<file path="config.mk">
export PLATFORM = sky130hd
export DESIGN_NAME = pipe_forward_ctrl_flat
export DESIGN_NICKNAME = d
export VERILOG_FILES = /design/src/rtl/pipe_forward_ctrl_if.sv /design/src/rtl/pipe_forward_ctrl.sv /design/src/flat_wrapper.sv
export SDC_FILE = /design/constraint.sdc
export NUM_CORES = 1
export LEC_CHECK = 0
export BUFFER_PORTS_ARGS = -buffer_cell sky130_fd_sc_hd__buf_2
export CAP_MARGIN = 20
export CORE_MARGIN = 5
export CORE_UTILIZATION = 55
export DETAILED_ROUTE_END_ITERATION = 6
export PLACE_DENSITY_LB_ADDON = 0.1
export SYNTH_ARGS = -nofsm -noshare
export SYNTH_HDL_FRONTEND = slang
export SYNTH_SLANG_ARGS = --single-unit
export TNS_END_PERCENT = 1
</file>
<file path="constraint.sdc">
create_clock -name clk -period 6.2 [get_ports clk]
set_input_delay 1.24 -clock clk [delete_from_list [all_inputs] [get_ports clk]]
set_output_delay 1.24 -clock clk [all_outputs]
set_load 0.005 [all_outputs]
</file>
<file path="src/rtl/pipe_forward_ctrl_if.sv">
`default_nettype none
// =============================================================================
// Module      : pipe_forward_ctrl_if
// Description : ID-stage hazard/forwarding bundle between pipeline and control.
// Revision    : 1.0 - initial release
// =============================================================================
interface pipe_forward_ctrl_if;
  logic [4:0]  IDrs;
  logic [4:0]  IDrt;
  logic        IDuseRs;
  logic        IDuseRt;
  logic        IDaluaImm;
  logic        IDalubImm;
  logic        IDwreg;
  logic        IDm2reg;
  logic        IDwmem;
  logic [4:0]  IDwn;
  logic        EXflush;
  logic [1:0]  selectAlua;
  logic [1:0]  selectAlub;
  logic        isStoreHazards;
  logic        stall;
  logic        bubble;
  logic [15:0] stallCount;

  modport master (
    output IDrs, IDrt, IDuseRs, IDuseRt, IDaluaImm, IDalubImm,
           IDwreg, IDm2reg, IDwmem, IDwn, EXflush,
    input  selectAlua, selectAlub, isStoreHazards, stall, bubble, stallCount
  );

  modport slave (
    input  IDrs, IDrt, IDuseRs, IDuseRt, IDaluaImm, IDalubImm,
           IDwreg, IDm2reg, IDwmem, IDwn, EXflush,
    output selectAlua, selectAlub, isStoreHazards, stall, bubble, stallCount
  );
endinterface
`default_nettype wire

</file>
<file path="src/rtl/pipe_forward_ctrl.sv">
`default_nettype none
// =============================================================================
// Module      : pipe_forward_ctrl
// Description : Operand forwarding, load-use/store stall and bubble control.
// Revision    : 1.0 - initial release
// =============================================================================
module pipe_forward_ctrl (
  input  logic                clk,
  input  logic                clrn,
  pipe_forward_ctrl_if.slave  bus
);
  localparam logic [1:0]  c_SEL_REG = 2'd0;
  localparam logic [1:0]  c_SEL_IMM = 2'd1;
  localparam logic [1:0]  c_SEL_MEM = 2'd2;
  localparam logic [1:0]  c_SEL_WB  = 2'd3;
  localparam logic [15:0] c_CNT_MAX = 16'hFFFF;

  logic        ex_w_q,  ex_w_d;
  logic        ex_m_q,  ex_m_d;
  logic [4:0]  ex_n_q,  ex_n_d;
  logic        mem_w_q, mem_w_d;
  logic        mem_m_q, mem_m_d;
  logic [4:0]  mem_n_q, mem_n_d;
  logic [15:0] stall_count_q, stall_count_d;

  logic w_rs_ex, w_rs_mem, w_rt_ex, w_rt_mem;
  logic w_mem_prod;
  logic w_load_use, w_store_haz, w_hazard;
  logic w_stall, w_bubble;

  // A load in MEM forwards through WBdata exactly like an ALU result.
  assign w_mem_prod = mem_w_q | (mem_m_q & mem_w_q);

  assign w_rs_ex  = ex_w_q     && (ex_n_q  == bus.IDrs) && (bus.IDrs != 5'd0);
  assign w_rs_mem = w_mem_prod && (mem_n_q == bus.IDrs) && (bus.IDrs != 5'd0);
  assign w_rt_ex  = ex_w_q     && (ex_n_q  == bus.IDrt) && (bus.IDrt != 5'd0);
  assign w_rt_mem = w_mem_prod && (mem_n_q == bus.IDrt) && (bus.IDrt != 5'd0);

  always_comb begin
    bus.selectAlua = c_SEL_REG;
    if (bus.IDaluaImm)                     bus.selectAlua = c_SEL_IMM;
    else if (bus.IDuseRs && w_rs_ex && !ex_m_q) bus.selectAlua = c_SEL_MEM;
    else if (bus.IDuseRs && w_rs_mem)      bus.selectAlua = c_SEL_WB;
  end

  always_comb begin
    bus.selectAlub = c_SEL_REG;
    if (bus.IDalubImm)                     bus.selectAlub = c_SEL_IMM;
    else if (bus.IDuseRt && w_rt_ex && !ex_m_q) bus.selectAlub = c_SEL_MEM;
    else if (bus.IDuseRt && w_rt_mem)      bus.selectAlub = c_SEL_WB;
  end

  assign w_load_use  = ex_m_q && ((w_rs_ex && bus.IDuseRs && !bus.IDaluaImm) ||
                                  (w_rt_ex && bus.IDuseRt && !bus.IDalubImm));
  assign w_store_haz = bus.IDwmem && bus.IDuseRt && w_rt_mem && !w_rt_ex;
  assign w_hazard    = w_load_use || w_store_haz;

  // A flush squashes the ID instruction, so it bubbles but never needs to stall.
  assign w_stall  = w_hazard && !bus.EXflush && !clrn;
  assign w_bubble = (w_hazard || bus.EXflush) && !clrn;

  assign bus.stall          = w_stall;
  assign bus.bubble         = w_bubble;
  assign bus.isStoreHazards = bus.IDwmem && bus.IDuseRt && w_rt_ex &&
                              !w_stall && !bus.EXflush && !clrn;
  assign bus.stallCount     = stall_count_q;

  always_comb begin
    ex_w_d        = bus.IDwreg;
    ex_m_d        = bus.IDm2reg;
    ex_n_d        = bus.IDwn;
    if (w_bubble) begin
      ex_w_d = 1'b0;
      ex_m_d = 1'b0;
      ex_n_d = 5'd0;
    end
    mem_w_d       = ex_w_q;
    mem_m_d       = ex_m_q;
    mem_n_d       = ex_n_q;
    stall_count_d = stall_count_q;
    if (w_stall && (stall_count_q != c_CNT_MAX)) begin
      stall_count_d = stall_count_q + 16'd1;
    end
  end

  always_ff @(posedge clk or posedge clrn) begin
    if (clrn) begin
      ex_w_q        <= 1'b0;
      ex_m_q        <= 1'b0;
      ex_n_q        <= 5'd0;
      mem_w_q       <= 1'b0;
      mem_m_q       <= 1'b0;
      mem_n_q       <= 5'd0;
      stall_count_q <= 16'd0;
    end else begin
      ex_w_q        <= ex_w_d;
      ex_m_q        <= ex_m_d;
      ex_n_q        <= ex_n_d;
      mem_w_q       <= mem_w_d;
      mem_m_q       <= mem_m_d;
      mem_n_q       <= mem_n_d;
      stall_count_q <= stall_count_d;
    end
  end
endmodule
`default_nettype wire
</file>
<file path="src/flat_wrapper.sv">
// flat-port wrapper written by rule: the top's interface ports become plain ports
module pipe_forward_ctrl_flat 
  (clk, clrn, bus_IDrs, bus_IDrt, bus_IDuseRs, bus_IDuseRt, bus_IDaluaImm, bus_IDalubImm, bus_IDwreg, bus_IDm2reg, bus_IDwmem, bus_IDwn, bus_EXflush, bus_selectAlua, bus_selectAlub, bus_isStoreHazards, bus_stall, bus_bubble, bus_stallCount);
  pipe_forward_ctrl_if bus_i ();
  input  logic clk;
  input  logic clrn;
  input wire logic [$bits(bus_i.IDrs)-1:0] bus_IDrs;
  input wire logic [$bits(bus_i.IDrt)-1:0] bus_IDrt;
  input wire logic [$bits(bus_i.IDuseRs)-1:0] bus_IDuseRs;
  input wire logic [$bits(bus_i.IDuseRt)-1:0] bus_IDuseRt;
  input wire logic [$bits(bus_i.IDaluaImm)-1:0] bus_IDaluaImm;
  input wire logic [$bits(bus_i.IDalubImm)-1:0] bus_IDalubImm;
  input wire logic [$bits(bus_i.IDwreg)-1:0] bus_IDwreg;
  input wire logic [$bits(bus_i.IDm2reg)-1:0] bus_IDm2reg;
  input wire logic [$bits(bus_i.IDwmem)-1:0] bus_IDwmem;
  input wire logic [$bits(bus_i.IDwn)-1:0] bus_IDwn;
  input wire logic [$bits(bus_i.EXflush)-1:0] bus_EXflush;
  output wire logic [$bits(bus_i.selectAlua)-1:0] bus_selectAlua;
  output wire logic [$bits(bus_i.selectAlub)-1:0] bus_selectAlub;
  output wire logic [$bits(bus_i.isStoreHazards)-1:0] bus_isStoreHazards;
  output wire logic [$bits(bus_i.stall)-1:0] bus_stall;
  output wire logic [$bits(bus_i.bubble)-1:0] bus_bubble;
  output wire logic [$bits(bus_i.stallCount)-1:0] bus_stallCount;
  assign bus_i.IDrs = bus_IDrs;
  assign bus_i.IDrt = bus_IDrt;
  assign bus_i.IDuseRs = bus_IDuseRs;
  assign bus_i.IDuseRt = bus_IDuseRt;
  assign bus_i.IDaluaImm = bus_IDaluaImm;
  assign bus_i.IDalubImm = bus_IDalubImm;
  assign bus_i.IDwreg = bus_IDwreg;
  assign bus_i.IDm2reg = bus_IDm2reg;
  assign bus_i.IDwmem = bus_IDwmem;
  assign bus_i.IDwn = bus_IDwn;
  assign bus_i.EXflush = bus_EXflush;
  assign bus_selectAlua = bus_i.selectAlua;
  assign bus_selectAlub = bus_i.selectAlub;
  assign bus_isStoreHazards = bus_i.isStoreHazards;
  assign bus_stall = bus_i.stall;
  assign bus_bubble = bus_i.bubble;
  assign bus_stallCount = bus_i.stallCount;
  pipe_forward_ctrl u_core (.clk(clk), .clrn(clrn), .bus(bus_i));
endmodule
</file>
==> flow_summary.yaml, run 1 <==
synth:
  ys_warn_count: 0
  muxShareOfSynthArea: 0.00667
  synth_xor_area_frac: 0.181
  synth-adder-area-share: 0.00741
  synth_fp_nets: 180
  netlist_area_um2: 1690
  synth_cell_types: 38
  yosys.area_share.simple: 0.277
  synth_compound_area_frac: 0.0867
  ys_seq_area_frac: 0.430
  synth_top_family_by_area: "simple AND/OR/NAND/NOR gates"
  synth-seq-cells: 29
  syn_inst: 154
  synth.avg_cell_area_um2: 11.0
layout:
  final_cell_area_um2: 2070
  most-common-layout-cells: "47 x buf_2, 29 x dfrtp_1, 20 x xnor2_1"
  n_antenna_cell: 0
  fin_cells: 242
  drive_gt1_frac: 0.354
  n_fill_cell: 230
  syn2layout_area_growth_pct: 22.4
  layout_commonest_cell: "buf_2"
  final_nets: 234
floorplanning:
  initial_utilization: 0.562
  die_w_um: 65.4
  die_area_um2: 4280
  core_area_um2: 3000
  rows: 20
  die_h_um: 65.4
  ios: 48
pwr:
  comb_power_share: 0.123
  peakVddDrop_mv: 0.156
  switching_share: 0.229
  power_frac_clock: 0.385
  p_switching_w: 0.0000938
  p_int_w: 0.000316
  leakage_nw: 1.01
  power.density_nw_per_um2: 198
  p_seq_frac: 0.492
critical_path:
  crit_path_max_fanout: 8
  cp-start-kind: "input port"
  ff2ff_setup_slack_ps: 3700
  rr_worst_depth: 6
  critPathArrivalTime_ps: 3190
  r2r_end: "u_core.bus.stallCount[1]$_DFFE_PP0P_"
  critPathKind: "input port to output port"
  reg2reg_from: "u_core.ex_n_q[3]$_DFF_PP0_"
  end_kind: "output port"
  worstPathRequired_ps: 4960
hold_path:
  hp-start: "u_core.ex_n_q[0]$_DFF_PP0_"
  hold_end: "u_core.mem_n_q[0]$_DFF_PP0_"
  hold-path-cell-count: 0
  hp-class: "flip-flop to flip-flop"
cts:
  ctsHtreeMaxLevel: 2
  cts_hold_buf: 0
  cts-root-buf: "clkbuf_4"
  cts.clk_slew.worst_paths_ps: 80
  cts_tree: "yes"
  post_cts_buffers: 0
  cts_sinks: 29
  clock_latency_ps: 310
  cts_resized: 0
  cts_buffer_depth: 2
  cts_buffers: 5
sta:
  layout_min_cycle_time_ps: 4430
  slew_viol_final: 0
  relSlewSlack: 0.373
  setup_tns_ps: 0
  rsz0062_at_grt: "false"
  skew_ps: 12.3
  hold_viol_final: 0
  max_slew.worst_pin.slew_ps: 941
  fmax_mhz: 226
  fin_crit_sh: 0.715
  setup_viol: 0
route:
  routedWlPerCell_um: 15.1
  vias_per_cell: 5.62
  drcViolationCount: 0
  dr.pass1.iters: 4
  antenna_left: 0
  wirelength_mm: 3.65
  vias: 1361
  drt-initial-drc-count: 62
place:
  routabilityCongestion: 0.895
  numPortBuffers: 47
  place_hpwl_mm: 2.93
  placed_cell_area_um2: 1950
  dpl.cell_count: 233
grt:
  grt_max_degree: 30
  grt_pass1_wl_mm: 6.22
  overflow: 0
  first_global_vias: 1367
  antenna_found_initial: 0
  grt_usage: 0.188
job:
  cap_violations: 0
status:
  status: "complete, no violations"
==> power groups by stage <==
stage,clock [W],sequential [W],combinational [W]
5_1_grt,0.000172,0.000203,0.0000552
4_1_cts,0.000164,0.000202,0.0000485
3_3_place_gp,0,0.000205,0.0000464
2_1_floorplan,0,0.000204,0.0000295
6_report,0.000158,0.000202,0.0000503
3_5_place_dp,0,0.000206,0.0000482
==> flip-flops by register name (all words and copies together), names as in the netlist <==
register / cells
u_core.ex_m_q: 1
u_core.ex_n_q: 5
u_core.bus.stallCount: 16
u_core.mem_w_q: 1
u_core.ex_w_q: 1
u_core.mem_n_q: 5
==> worst max path at each step <==
stage / start / slack (ps) / depth (start not counted) / end
6_report: bus_IDrt[1] / 1770 / 7 / bus_bubble
5_1_grt: bus_IDrt[1] / 1670 / 7 / bus_bubble
4_1_cts: bus_IDrt[1] / 1780 / 7 / bus_bubble
3_5_place_dp: bus_IDrt[1] / 1780 / 7 / bus_bubble
3_3_place_gp: bus_IDrt[1] / 1810 / 7 / bus_bubble
2_1_floorplan: bus_IDrt[1] / 2220 / 5 / bus_bubble
==> per-stage QoR <==
step | power [W] | worst slack, ps | hold slack [ps] | utilization
final | 0.000410 | 1770 | 444 | 0.688
after global placement | 0.000252 | 1810 | 424 | 0.651
after detailed placement | 0.000254 | 1780 | 430 | 0.651
after floorplan | 0.000233 | 2220 | 405 | -
after global routing | 0.000429 | 1670 | 466 | 0.688
after CTS | 0.000414 | 1780 | 446 | 0.679
==> critical path, stage by stage <==
cell and delay [ps]:
buf_2 120, or4_4 550, o211a_4 260, a211oi_4 260, nand3_1 130, a31oi_2 430, buf_2 200
==> metal layers <==
metal / up-vias / global-route usage / part of all wire
met5: - / 0 / 0
met4: 0 / 0.0570 / 0.0038
met3: 2 / 0.0615 / 0.069
met2: 48 / 0.290 / 0.47
met1: 645 / 0.252 / 0.46
li1: 666 / - / -
==> logic make-up after synthesis <==
group | count (synthesis)
AOI/OAI and AO/OA | 13
xor gates and xnor gates | 35
adders and majority gates | 1
buffers and inverters | 3
DFF | 29
muxes | 1
and+or+nand+nor | 72
==> cell usage after synthesis, drive strengths merged <==
| cell type | instances | area, um2 |
|---|---|---|
| dfrtp | 29 | 726 |
| xnor2 | 20 | 175 |
| xor2 | 15 | 131 |
| nand2 | 11 | 41.3 |
| nor4 | 10 | 109 |
| nor2 | 8 | 32.5 |
| nand3 | 7 | 35.0 |
| nor2b | 7 | 43.8 |
| and3 | 6 | 37.5 |
| nor3 | 6 | 40.0 |
| nand4 | 4 | 25.0 |
| o211ai | 3 | 27.5 |
| a21oi | 2 | 10.0 |
| a31o | 2 | 17.5 |
| and4 | 2 | 17.5 |
| inv | 2 | 7.51 |
| nand2b | 2 | 12.5 |
| nor4b | 2 | 17.5 |
| or3 | 2 | 12.5 |
| or4 | 2 | 18.8 |
| a211oi | 1 | 20.0 |
| a221oi | 1 | 26.3 |
| a311o | 1 | 10.0 |
| a31oi | 1 | 12.5 |
| and2 | 1 | 6.26 |
| buf | 1 | 11.3 |
| ha | 1 | 12.5 |
| mux2 | 1 | 11.3 |
| nor3b | 1 | 12.5 |
| o211a | 1 | 17.5 |
| o21ai | 1 | 5.00 |
| or2 | 1 | 6.26 |
==> layout make-up <==
type / count / area, um2 / share of cell area
Tap cell: 33 / 41.3 / 0.0200
Inverter: 2 / 7.51 / 0.00363
Timing Repair Buffer: 48 / 263 / 0.127
Clock inverter: 1 / 30.0 / 0.0145
Multi-Input combinational cell: 122 / 945 / 0.457
Sequential cell: 29 / 726 / 0.351
Clock buffer: 7 / 55.1 / 0.0266
Power figures use the tool's default switching activity.
==> run 2: changes to the inputs <==
Settings changed: CORE_UTILIZATION 55 to 46.
Clock period 6.2 ns to 4.05 ns, I/O delays scaled along.
==> flow_summary.yaml, run 2 (synthesized netlist as in run 1, its figures left out) <==
status:
  status: "complete, no violations"
cts:
  cts-root-buf: "clkbuf_8"
  cts_tree: "yes"
  cts_buffer_depth: 2
  cts_resized: 0
  clock_latency_ps: 280
  post_cts_buffers: 0
  ctsHtreeMaxLevel: 2
  cts.clk_slew.worst_paths_ps: 60
  cts_buffers: 5
  cts_sinks: 29
  cts_hold_buf: 0
grt:
  grt_pass1_wl_mm: 6.22
  antenna_found_initial: 0
  overflow: 0
  grt_usage: 0.157
  first_global_vias: 1447
  grt_max_degree: 30
layout:
  seqCellArea_um2: 726
  layout_commonest_cell: "buf_2"
  multi_input_area_um2: 945
  syn2layout_area_growth_pct: 24.4
  n_fill_cell: 343
  fin_cells: 259
  final_nets: 236
  most-common-layout-cells: "47 x buf_2, 29 x dfrtp_1, 20 x xnor2_1"
  drive_gt1_frac: 0.365
  largest_register_ffs: 16
  n_antenna_cell: 0
route:
  drt-initial-drc-count: 33
  antenna_left: 0
  routedWlPerCell_um: 14.5
  drcViolationCount: 0
  wirelength_mm: 3.75
  vias: 1381
  vias_per_cell: 5.33
  dr.pass1.iters: 4
sta:
  hold_viol_final: 0
  fmax_mhz: 294
  fin_crit_sh: 0.840
  rsz0062_at_grt: "false"
  setup_tns_ps: 0
  layout_min_cycle_time_ps: 3400
  setup_viol: 0
  skew_ps: 3.20
  fin_ws_ps: 648
  relSlewSlack: 0.643
  slew_viol_final: 0
  max_slew.worst_pin.slew_ps: 535
pwr:
  leakage_nw: 1.02
  peakVddDrop_mv: 0.175
  power.density_nw_per_um2: 291
place:
  dpl.cell_count: 250
  place_hpwl_mm: 2.94
  routabilityCongestion: 0.810
  numPortBuffers: 47
  dp_slack_ps: 662
hold_path:
  hp-start: "u_core.ex_n_q[0]$_DFF_PP0_"
  hold_end: "u_core.mem_n_q[0]$_DFF_PP0_"
  hp-class: "flip-flop to flip-flop"
  hold-path-cell-count: 0
critical_path:
  r2r_end: "u_core.bus.stallCount[1]$_DFFE_PP0P_"
  critPathArrivalTime_ps: 2590
  crit_path_max_fanout: 3
  end_kind: "output port"
  ff2ff_setup_slack_ps: 1750
  cp_common_cell: "buf_2"
  slowest_delay_ps: 560
  critPathSlowestCell: "or4_4"
  worstPathRequired_ps: 3240
  rr_worst_depth: 6
  reg2reg_from: "u_core.bus.stallCount[3]$_DFFE_PP0P_"
  critPathKind: "input port to output port"
  critical_path.cell_chain: "buf_2 -> or4_4 -> o211a_4 -> a211oi_4 -> nand3_1 -> a31oi_2 -> buf_2"
  cp-start-kind: "input port"
floorplanning:
  ios: 48
  die_area_um2: 4980
  core_area_um2: 3610
  rows: 22
  die_h_um: 70.6
  die_w_um: 70.6
  initial_utilization: 0.468
job:
  cap_violations: 0
[run 2: cell count changes in the layout (fill, tap and decap cells not counted), sizes merged]
cell and change:
buf +2, clkinvlp +1, clkinv +2, clkbuf -2
bufinv -1
[run 2: worst max path at each step]
stage	startpoint	end	slack, ps	cells past startpoint
floorplan	bus_IDrt[1]	bus_bubble	930	5
global placement	bus_IDrt[1]	bus_bubble	690	7
detailed placement	bus_IDrt[1]	bus_bubble	660	7
CTS	bus_IDrt[1]	bus_bubble	640	7
global route	bus_IDrs[1]	bus_isStoreHazards	580	7
finish	bus_IDrt[1]	bus_bubble	650	7
[run 2: final cells by class]
class / instances / share of cell area
Multi-Input combinational cell: 122 / 0.449
Sequential cell: 29 / 0.345
Timing Repair Buffer: 50 / 0.132
Clock buffer: 5 / 0.0327
Tap cell: 48 / 0.0286
Clock inverter: 3 / 0.00833
Inverter: 2 / 0.00357
[run 2: per-layer routing]
metal,track usage,vias up,part of all wire
met5,0,-,0
met4,0.0731,0,0.024
met3,0.0483,9,0.053
met2,0.293,33,0.55
met1,0.159,675,0.37
li1,-,664,-
[run 2: report_power, final]
group / switching, W / internal (W) / leakage [nW] / total (W)
Combinational: 0.0000386 / 0.0000384 / 0.589 / 0.0000770
Clock: 0.000108 / 0.000118 / 0.0439 / 0.000226
Sequential: 0.00000999 / 0.000299 / 0.383 / 0.000309
[run 2: through the flow]
step,utilization,total power (W),hold slack [ps],cell area (um2)
2_1_floorplan,-,0.000357,405,1690
3_3_place_gp,0.551,0.000387,435,1990
3_5_place_dp,0.551,0.000390,437,1990
4_1_cts,0.575,0.000621,451,2070
5_1_grt,0.583,0.000642,466,2100
6_report,0.583,0.000612,445,2100
[run 2: worst max-delay path: cells and delay by family]
kind / cells / cell delay [ps]
compound gates: 3 / 800
simple gates: 2 / 700
buf+inv: 2 / 290
